===== src/rtl/node_port_adapter.sv =====
// Link-side adapter for one routing node: link/node port remapping around the node index g,
// per-port ingress FIFOs, registered egress slices, loopback sentinel filter and alignment-gated run FSM.
module node_port_adapter #(
  parameter int x          = 3,
  parameter int g          = 0,
  parameter int w          = 128,
  parameter int D          = 8,
  parameter int ALIGN_HOLD = 4,
  parameter int CNT_W      = 16
) (
  input  logic               clock,
  input  logic               reset,
  input  logic [x-1:0]       aligned,
  input  logic [w*x-1:0]     idata,
  input  logic [x-1:0]       ivalid,
  output logic [x-1:0]       iready,
  output logic [w*x-1:0]     odata,
  output logic [x-1:0]       ovalid,
  input  logic [x-1:0]       oready,
  output logic [w*x-1:0]     nd_idata,
  output logic [x-1:0]       nd_ivalid,
  input  logic [x-1:0]       nd_iready,
  input  logic [w*x-1:0]     nd_odata,
  input  logic [x-1:0]       nd_ovalid,
  output logic [x-1:0]       nd_oready,
  output logic               node_rst_n,
  output logic               running,
  output logic [CNT_W-1:0]   ovf_cnt,
  output logic [CNT_W-1:0]   drop_cnt
);

  localparam int AW = $clog2(D);
  localparam int HW = $clog2(ALIGN_HOLD + 1);

  typedef enum logic [1:0] {WAIT_ALIGN = 2'd0, RUN = 2'd1, HALT = 2'd2} state_t;

  state_t        state, state_nxt;
  logic [HW-1:0] hold_cnt, hold_nxt;
  logic          all_aligned, run, drop;
  logic [x-1:0]  full, empty, push, pop;
  logic          unused_link0;

  function automatic logic [CNT_W-1:0] sat_add(input logic [CNT_W-1:0] a,
                                               input logic [CNT_W-1:0] b);
    logic [CNT_W:0] s;
    s = {1'b0, a} + {1'b0, b};
    return s[CNT_W] ? {CNT_W{1'b1}} : s[CNT_W-1:0];
  endfunction

  assign all_aligned  = &aligned;
  assign run          = (state == RUN);
  assign running      = run;
  // HALT is only reachable from RUN, so leaving WAIT_ALIGN means the node was released.
  assign node_rst_n   = (state != WAIT_ALIGN);
  assign unused_link0 = ^{oready[0], idata[w-1:0]};

  always_ff @(posedge clock or negedge reset) begin
    if (!reset) begin
      state    <= WAIT_ALIGN;
      hold_cnt <= '0;
    end else begin
      state    <= state_nxt;
      hold_cnt <= hold_nxt;
    end
  end

  always_comb begin
    state_nxt = state;
    hold_nxt  = '0;
    case (state)
      WAIT_ALIGN, HALT: begin
        if (all_aligned) begin
          if (hold_cnt == HW'(ALIGN_HOLD)) state_nxt = RUN;
          else                             hold_nxt  = hold_cnt + HW'(1);
        end
      end
      RUN:     if (!all_aligned) state_nxt = HALT;
      default: state_nxt = WAIT_ALIGN;
    endcase
  end

  // Ingress FIFO per node port; port g is fed from the node's own egress (loopback).
  for (genvar p = 0; p < x; p++) begin : g_fifo
    logic [w-1:0]  mem [D];
    logic [AW-1:0] wptr, rptr;
    logic [AW:0]   cnt;
    logic [w-1:0]  din;

    assign full[p]  = (cnt == (AW+1)'(D));
    assign empty[p] = (cnt == '0);

    if (p == g) begin : g_lb
      assign din          = nd_odata[w*p +: w];
      assign nd_oready[p] = run && !full[p];
      assign push[p]      = nd_ovalid[p] && nd_oready[p] && (din != '1);
    end else begin : g_ln
      localparam int L = (p < g) ? p + 1 : p;
      assign din     = idata[w*L +: w];
      assign push[p] = ivalid[L] && iready[L];
    end

    assign nd_ivalid[p]        = run && !empty[p];
    assign pop[p]              = nd_ivalid[p] && nd_iready[p];
    assign nd_idata[w*p +: w]  = nd_ivalid[p] ? mem[rptr] : '0;

    always_ff @(posedge clock) begin
      if (push[p]) mem[wptr] <= din;
    end

    always_ff @(posedge clock or negedge reset) begin
      if (!reset) begin
        wptr <= '0;
        rptr <= '0;
        cnt  <= '0;
      end else begin
        if (push[p]) wptr <= wptr + AW'(1);
        if (pop[p])  rptr <= rptr + AW'(1);
        case ({push[p], pop[p]})
          2'b10:   cnt <= cnt + (AW+1)'(1);
          2'b01:   cnt <= cnt - (AW+1)'(1);
          default: cnt <= cnt;
        endcase
      end
    end
  end

  // Link side: link 0 is the reserved controller channel, the rest map onto node ports.
  for (genvar l = 0; l < x; l++) begin : g_link
    if (l == 0) begin : g_ctrl
      assign iready[l]          = 1'b0;
      assign ovalid[l]          = 1'b0;
      assign odata[w*l +: w]    = '0;
    end else begin : g_port
      localparam int N = (l <= g) ? l - 1 : l;
      logic [w-1:0] odata_p1;
      logic         vld_p1;
      logic         load;

      assign iready[l]       = run && !full[N];
      assign nd_oready[N]    = run && (!vld_p1 || oready[l]);
      assign load            = nd_ovalid[N] && nd_oready[N];
      assign ovalid[l]       = vld_p1;
      assign odata[w*l +: w] = odata_p1;

      // ---- egress stage p1: node word registered toward the link ----
      always_ff @(posedge clock or negedge reset) begin
        if (!reset) begin
          vld_p1   <= 1'b0;
          odata_p1 <= '0;
        end else if (load) begin
          vld_p1   <= 1'b1;
          odata_p1 <= nd_odata[w*N +: w];
        end else if (oready[l]) begin
          vld_p1   <= 1'b0;
        end
      end
    end
  end

  assign drop = nd_ovalid[g] && nd_oready[g] && (nd_odata[w*g +: w] == '1);

  always_ff @(posedge clock or negedge reset) begin
    if (!reset) begin
      ovf_cnt  <= '0;
      drop_cnt <= '0;
    end else begin
      ovf_cnt <= sat_add(ovf_cnt, CNT_W'($countones(ivalid & ~iready)));
      if (drop) drop_cnt <= sat_add(drop_cnt, CNT_W'(1));
    end
  end

endmodule

===== config.mk =====
export PLATFORM = sky130hd
export DESIGN_NAME = node_port_adapter
export DESIGN_NICKNAME = d
export VERILOG_FILES = /design/src/rtl/node_port_adapter.sv
export SDC_FILE = /design/constraint.sdc
export NUM_CORES = 2
export LEC_CHECK = 0
export ABC_AREA = 1
export CAP_MARGIN = 10
export CORE_AREA = 2 2 624 626
export CTS_BUF_LIST = sky130_fd_sc_hd__clkbuf_8 sky130_fd_sc_hd__clkbuf_16
export DETAILED_ROUTE_END_ITERATION = 10
export DIE_AREA = 0 0 626 628
export GPL_TIMING_DRIVEN = 0
export PLACE_DENSITY = 0.58
export SLEW_MARGIN = 5
export SYNTH_ARGS = -nofsm -noshare
export SYNTH_HDL_FRONTEND = slang
export SYNTH_SLANG_ARGS = --single-unit

===== constraint.sdc =====
create_clock -name clock -period 9.35 [get_ports clock]
set_input_delay 1.87 -clock clock [delete_from_list [all_inputs] [get_ports clock]]
set_output_delay 1.87 -clock clock [all_outputs]
set_load 0.005 [all_outputs]

Word-level counts from Yosys, hierarchy flattened

Memory sizes are Yosys's and may differ from the RTL's.
Cells that the tools add are included.

Memories kept: 3
Memory bits (writable): 3072
Output and inout port bits: 814
Word-level logic and storage cells: 122
Flip-flop bits (word level): 325
Input bits: 785

Bitwise logic cells: 2
Reduce and logical (&&, ||, !) cells: 41
Mux-type cells: 25
Equality and inequality tests: 17
Add/subtract/negate cells: 17

Memories:

| memory        | depth | width | read ports | clocked after memory_dff | write ports | line | source |
|---|---|---|---|---|---|---|---|
| g_fifo[0].mem | 8     | 128   | 1          | 0                        | 1           | 84   | `logic [w-1:0] mem [D];` |
| g_fifo[1].mem | 8     | 128   | 1          | 0                        | 1           | 84   |  |
| g_fifo[2].mem | 8     | 128   | 1          | 0                        | 1           | 84   |  |

Operator list:

| cell                   | number |
|---|---|
| $mux 128               | 3 |
| $eq 128x128->1 const B | 1 |
| $ne 128x128->1 const B | 1 |
| $mux 16                | 2 |
| $pmux 4 s2             | 3 |
| $add 3x1->3 const B    | 7 |
| $logic_and 1x1->1      | 18 |
| $add 16x1->17 const B  | 1 |
| $add 16x3->17          | 1 |
| $add 4x1->4 const B    | 3 |
| $eq 4x4->1 const B     | 3 |
| $logic_not 4->1        | 3 |
| $reduce_bool 2->1      | 6 |
| $sub 4x1->4 const B    | 3 |
| $mux 1                 | 10 |
| $mux 3                 | 3 |
| $eq 2x1->1 const B     | 4 |
| $eq 2x2->1 const B     | 4 |
| $logic_not 1->1        | 8 |
| $mux 2                 | 3 |
| $ne 2x2->1 const B     | 3 |
| $reduce_and 3->1       | 2 |
| $pmux 2 s2             | 1 |
| $add 2x1->3            | 1 |
| 7 further kinds        | 8 |

Logic depth before layout (Yosys ltp)

Depth in word-level cells: 9
Gate-level depth with buffers: 16
Mapped depth without buffers: 16

Worst setup path before layout

No wires, ideal clock.

Kind: input to register
From: input nd_odata[1]
To: memory g_fifo[0].mem[2][0] (enable)
Setup slack: 941 ps
Setup time: 617 ps
Data arrival time: 7792 ps
Cell stages on the path: 9
Path through: nand2_1 nor2_1 nand2_1 nor2_1 nand2_1 nor2_4 nand2_1 nand3_1 nor2_1

Longest elaborated chain between the ends: 4

RTL lines:

| item                         | line | source |
|---|---|---|
| from (decl)                  | 23   | `input logic [w*x-1:0] nd_odata,` |
| $ne 128x128->1               | 95   | `assign push[p] = nd_ovalid[p] && nd_oready[p] && (din != '1);` |
| $logic_and 1x1->1            | 95   |  |
| $mux 1                       | 107  | `if (push[p]) mem[wptr] <= din;` |
| $mux 1 (implied by the code) | 107  |  |
| to (decl)                    | 84   |  |

Every way passes these cells.

Worst setup path in the final report

From: register state[1]
To: output nd_idata[90]

Longest elaborated chain between the ends: 3

RTL lines:

| item                   | line | source |
|---|---|---|
| from (decl)            | 37   | `state_t state, state_nxt;` |
| from (signal assigned) | 62   | `state <= state_nxt;` |
| $eq 2x1->1             | 51   | `assign run = (state == RUN);` |
| $logic_and 1x1->1      | 102  | `assign nd_ivalid[p] = run && !empty[p];` |
| $mux 128               | 104  | `assign nd_idata[w*p +: w] = nd_ivalid[p] ? mem[rptr] : '0;` |
| to (decl)              | 20   | `output logic [w*x-1:0] nd_idata,` |

Every way passes these cells.

==> impl_metrics.env <==
export IMPL_status="finished clean"
export IMPL_reg2reg_to="g_fifo[0].mem[6][11]"
export IMPL_clk_path_buf_depth=4
export IMPL_start_util=0.347
export IMPL_cts_buffers=364
export IMPL_ys_seq_area_frac=0.746
export IMPL_worstHoldPathType="flip-flop to flip-flop"
export IMPL_critPathRequiredTime_ps=7480
export IMPL_ys_types=42
export IMPL_critical_path_class="flip-flop to primary output"
export IMPL_track_usage=0.240
export IMPL_synth_edf_count=3072
export IMPL_grt_pass1_vias=85700
export IMPL_fmaxAchievable_mhz=153
export IMPL_drc=0
export IMPL_relSlewSlack=0.0866
export IMPL_fin_crit_ps=6530
export IMPL_ys_ff_latch=3397
export IMPL_worstPathCellList="inv_1, nand2_4, a31oi_2, buf_2, buf_2, o21ai_0, a31oi_1, clkdlybuf4s50_1"
export IMPL_syn_avg_cell_area_sq_um=13.4
export IMPL_critical_path_most_common_cell="buf_2"
export IMPL_hold_buffers=0
export IMPL_critPathMaxFanout=10
export IMPL_ant_nets=0
export IMPL_route_layer_met1_wl_um=179000
export IMPL_fin_ws_ps=2820
export IMPL_fin_skew_ps=99.0
export IMPL_r2r_cells=11
export IMPL_p_per_area_mw_per_mm2=188
export IMPL_nNetsFinal=12800
export IMPL_vias=89800
export IMPL_synth_area_leader_cell="edfxtp_1"
export IMPL_r2r_setup_slack_ps=4920
export IMPL_io_pins=1599
export IMPL_drv_cap=0
export IMPL_synthArstFlopShare=0.0957
export IMPL_path_clk_slew_ps=60
export IMPL_wl_met3_um=36900
export IMPL_cts_sink_count=3397
export IMPL_worstSetupStartpoint="state[1]"
export IMPL_crit_path_end="nd_idata[90]"
export IMPL_fp_dieW_um=626
export IMPL_setup_viol=0
export IMPL_grt_max_degree=104
export IMPL_core_sq_mm=0.387
export IMPL_drive_above_1_share=0.114
export IMPL_drtIter0Drc=8379
export IMPL_path_buf_inv=4
export IMPL_dieArea_sq_mm=0.393
export IMPL_leakagePower_nw=57.6
export IMPL_worst_setup_path_end_kind="primary output"
export IMPL_place_hpwl_um=349000
export IMPL_crit_family="buffers and inverters"
export IMPL_syn_instance_count=10000
export IMPL_finalHoldViolCount=0
export IMPL_tightest_slew_ps=1370
export IMPL_cp_arrival_ps=4660
export IMPL_rsz0062_at_grt="false"
export IMPL_clock_latency_ps=970
export IMPL_final_setup_tns_ps=0
export IMPL_grt_overflow_total=0
export IMPL_cts_max_level=5
export IMPL_met2WireLength_um=235000
export IMPL_cts_tree="yes"
export IMPL_synth_commonest_cells="edfxtp_1 (3072), nor2_1 (2399), o21ai_0 (1771), a31oi_1 (384), o22ai_1 (384)"
export IMPL_fp_dieH_um=628
export IMPL_cts_setup_buffers=0
export IMPL_wl_um=488000
export IMPL_grt_pass1_wl_um=670000
export IMPL_place_gp_congestion=0.898
export IMPL_viasPerCell=5.10
export IMPL_dr_max_layer_used="met5"
export IMPL_antenna_found_initial=172
export IMPL_crit_cells=8
export IMPL_synth_area_leaders="edfxtp_1 (69%), nor2_1 (6.7%), o21ai_0 (6.6%)"
export IMPL_slew_viol_final=0
export IMPL_slowest_stage="clkdlybuf4s50_1"
export IMPL_synth_area_sq_mm=0.135
export IMPL_rows=229
export IMPL_cts_repair_resized=0
export IMPL_cp_slowest_stage_delay_ps=650
export IMPL_synth_ff_type="edfxtp_1"
export IMPL_dpl_worst_slack_ps=3720
export IMPL_yosysWarnings=0
export IMPL_cts_root_buf="clkbuf_16"
export IMPL_timing_rr_start="state[1]"
export IMPL_numPortBuffers=1339
export IMPL_areaGrowthSynthToFinish_pct=26.3
export IMPL_wl_per_cell_um=27.7
export IMPL_yosys_cell_count_top_type="edfxtp_1"
export IMPL_fillers=35100
export IMPL_peakVddDrop_v=0.000178
export IMPL_dr_pass1_iters=5
export IMPL_synth_top_cell_area_share=0.686
export IMPL_start_kind="flip-flop"
export IMPL_total_power_mw=31.9
export IMPL_period_share=0.699
## report_power, final
| part | internal [mW] | total (mW) | switching (mW) |
|---|---|---|---|
| logic | 0.514 | 1.10 | 0.589 |
| registers | 16.6 | 16.7 | 0.0828 |
| clock network | 8.01 | 14.1 | 6.06 |
## how the worst min path moves through the flow
stage               cells after the start                to  slack [ps]        startpoint
finish                                  1  g_fifo[0].cnt[3]         470  g_fifo[0].cnt[3]
detailed placement                      1  g_fifo[0].cnt[3]         460  g_fifo[0].cnt[3]
floorplan                               1          state[0]         440          state[1]
CTS                                     1  g_fifo[0].cnt[3]         470  g_fifo[0].cnt[3]
global route                            1          state[0]         490          state[1]
global placement                        1  g_fifo[0].cnt[3]         450  g_fifo[0].cnt[3]
## final cells by class
cell class	instances	area [sq um]	share of cell area
clock inverters	284	2070	0.0122
clock buffers	384	9500	0.0559
inverters	76	293	0.00172
repair buffers	1474	16400	0.0963
plain buffers	800	4430	0.0261
well taps	5197	6500	0.0383
multi-input cells	5894	30100	0.177
flip-flops and latches	3397	100000	0.591
diodes	101	253	0.00149
## state kept, by name, indices dropped and copies added (netlist names), 3 cells and up
register	flops
drop_cnt	16
g_fifo.wptr	9
g_fifo.mem	3072
g_link.g_port.odata_p1	256
hold_cnt	3
g_fifo.rptr	9
g_fifo.cnt	12
ovf_cnt	16
## metal layers
layer | global-route usage | vias to the layer above
met5 | 0 | -
met2 | 0.395 | 3512
met1 | 0.279 | 44600
li1 | - | 40700
met4 | 0.165 | 66
met3 | 0.0529 | 860
## per-stage QoR
step | hold WS [ps] | instance area, sq um | std cells | util
2_1_floorplan | 438 | 135000 | 10200 | -
3_3_place_gp | 455 | 155000 | 16700 | 0.400
3_5_place_dp | 460 | 158000 | 16800 | 0.408
4_1_cts | 471 | 170000 | 17500 | 0.438
5_1_grt | 492 | 170000 | 17600 | 0.439
6_report | 470 | 170000 | 17600 | 0.439
## cell families (layout without fill, tap and decap cells)
kind of cell | after synthesis | after routing | synth area share
XOR/XNOR | 33 | 33 | 0.00215
multiplexers | 258 | 258 | 0.0277
adder cells (fa/ha/maj) | 24 | 24 | 0.00246
AND/OR/NAND/NOR | 2732 | 2732 | 0.0777
AO/OA/AOI/OAI | 2717 | 2717 | 0.109
buffers and inverters | 876 | 3018 | 0.0350
other | 1 | 231 | 0.0000279
flip-flops | 3397 | 3397 | 0.746
## cells in the final DEF (no fill, tap or decap), types with 85 or more instances in the layout
master | netlist | final
inv_1 | 66 | 148
nand2_1 | 239 | 239
a31oi_1 | 384 | 384
mux2_4 | 218 | 218
o21ai_0 | 1771 | 1771
nor2_1 | 2399 | 2375
clkinv_1 | 0 | 85
buf_12 | 10 | 109
clkbuf_1 | 306 | 301
clkdlybuf4s50_1 | 0 | 1338
clkbuf_16 | 0 | 374
buf_2 | 193 | 193
o21ai_1 | 167 | 167
o22ai_1 | 384 | 384
edfxtp_1 | 3072 | 3072
conb_1 | 1 | 130
diode_2 | 0 | 101
dfrtp_1 | 325 | 325
buf_4 | 214 | 214
No activity file was read; power rests on OpenSTA's default activity.
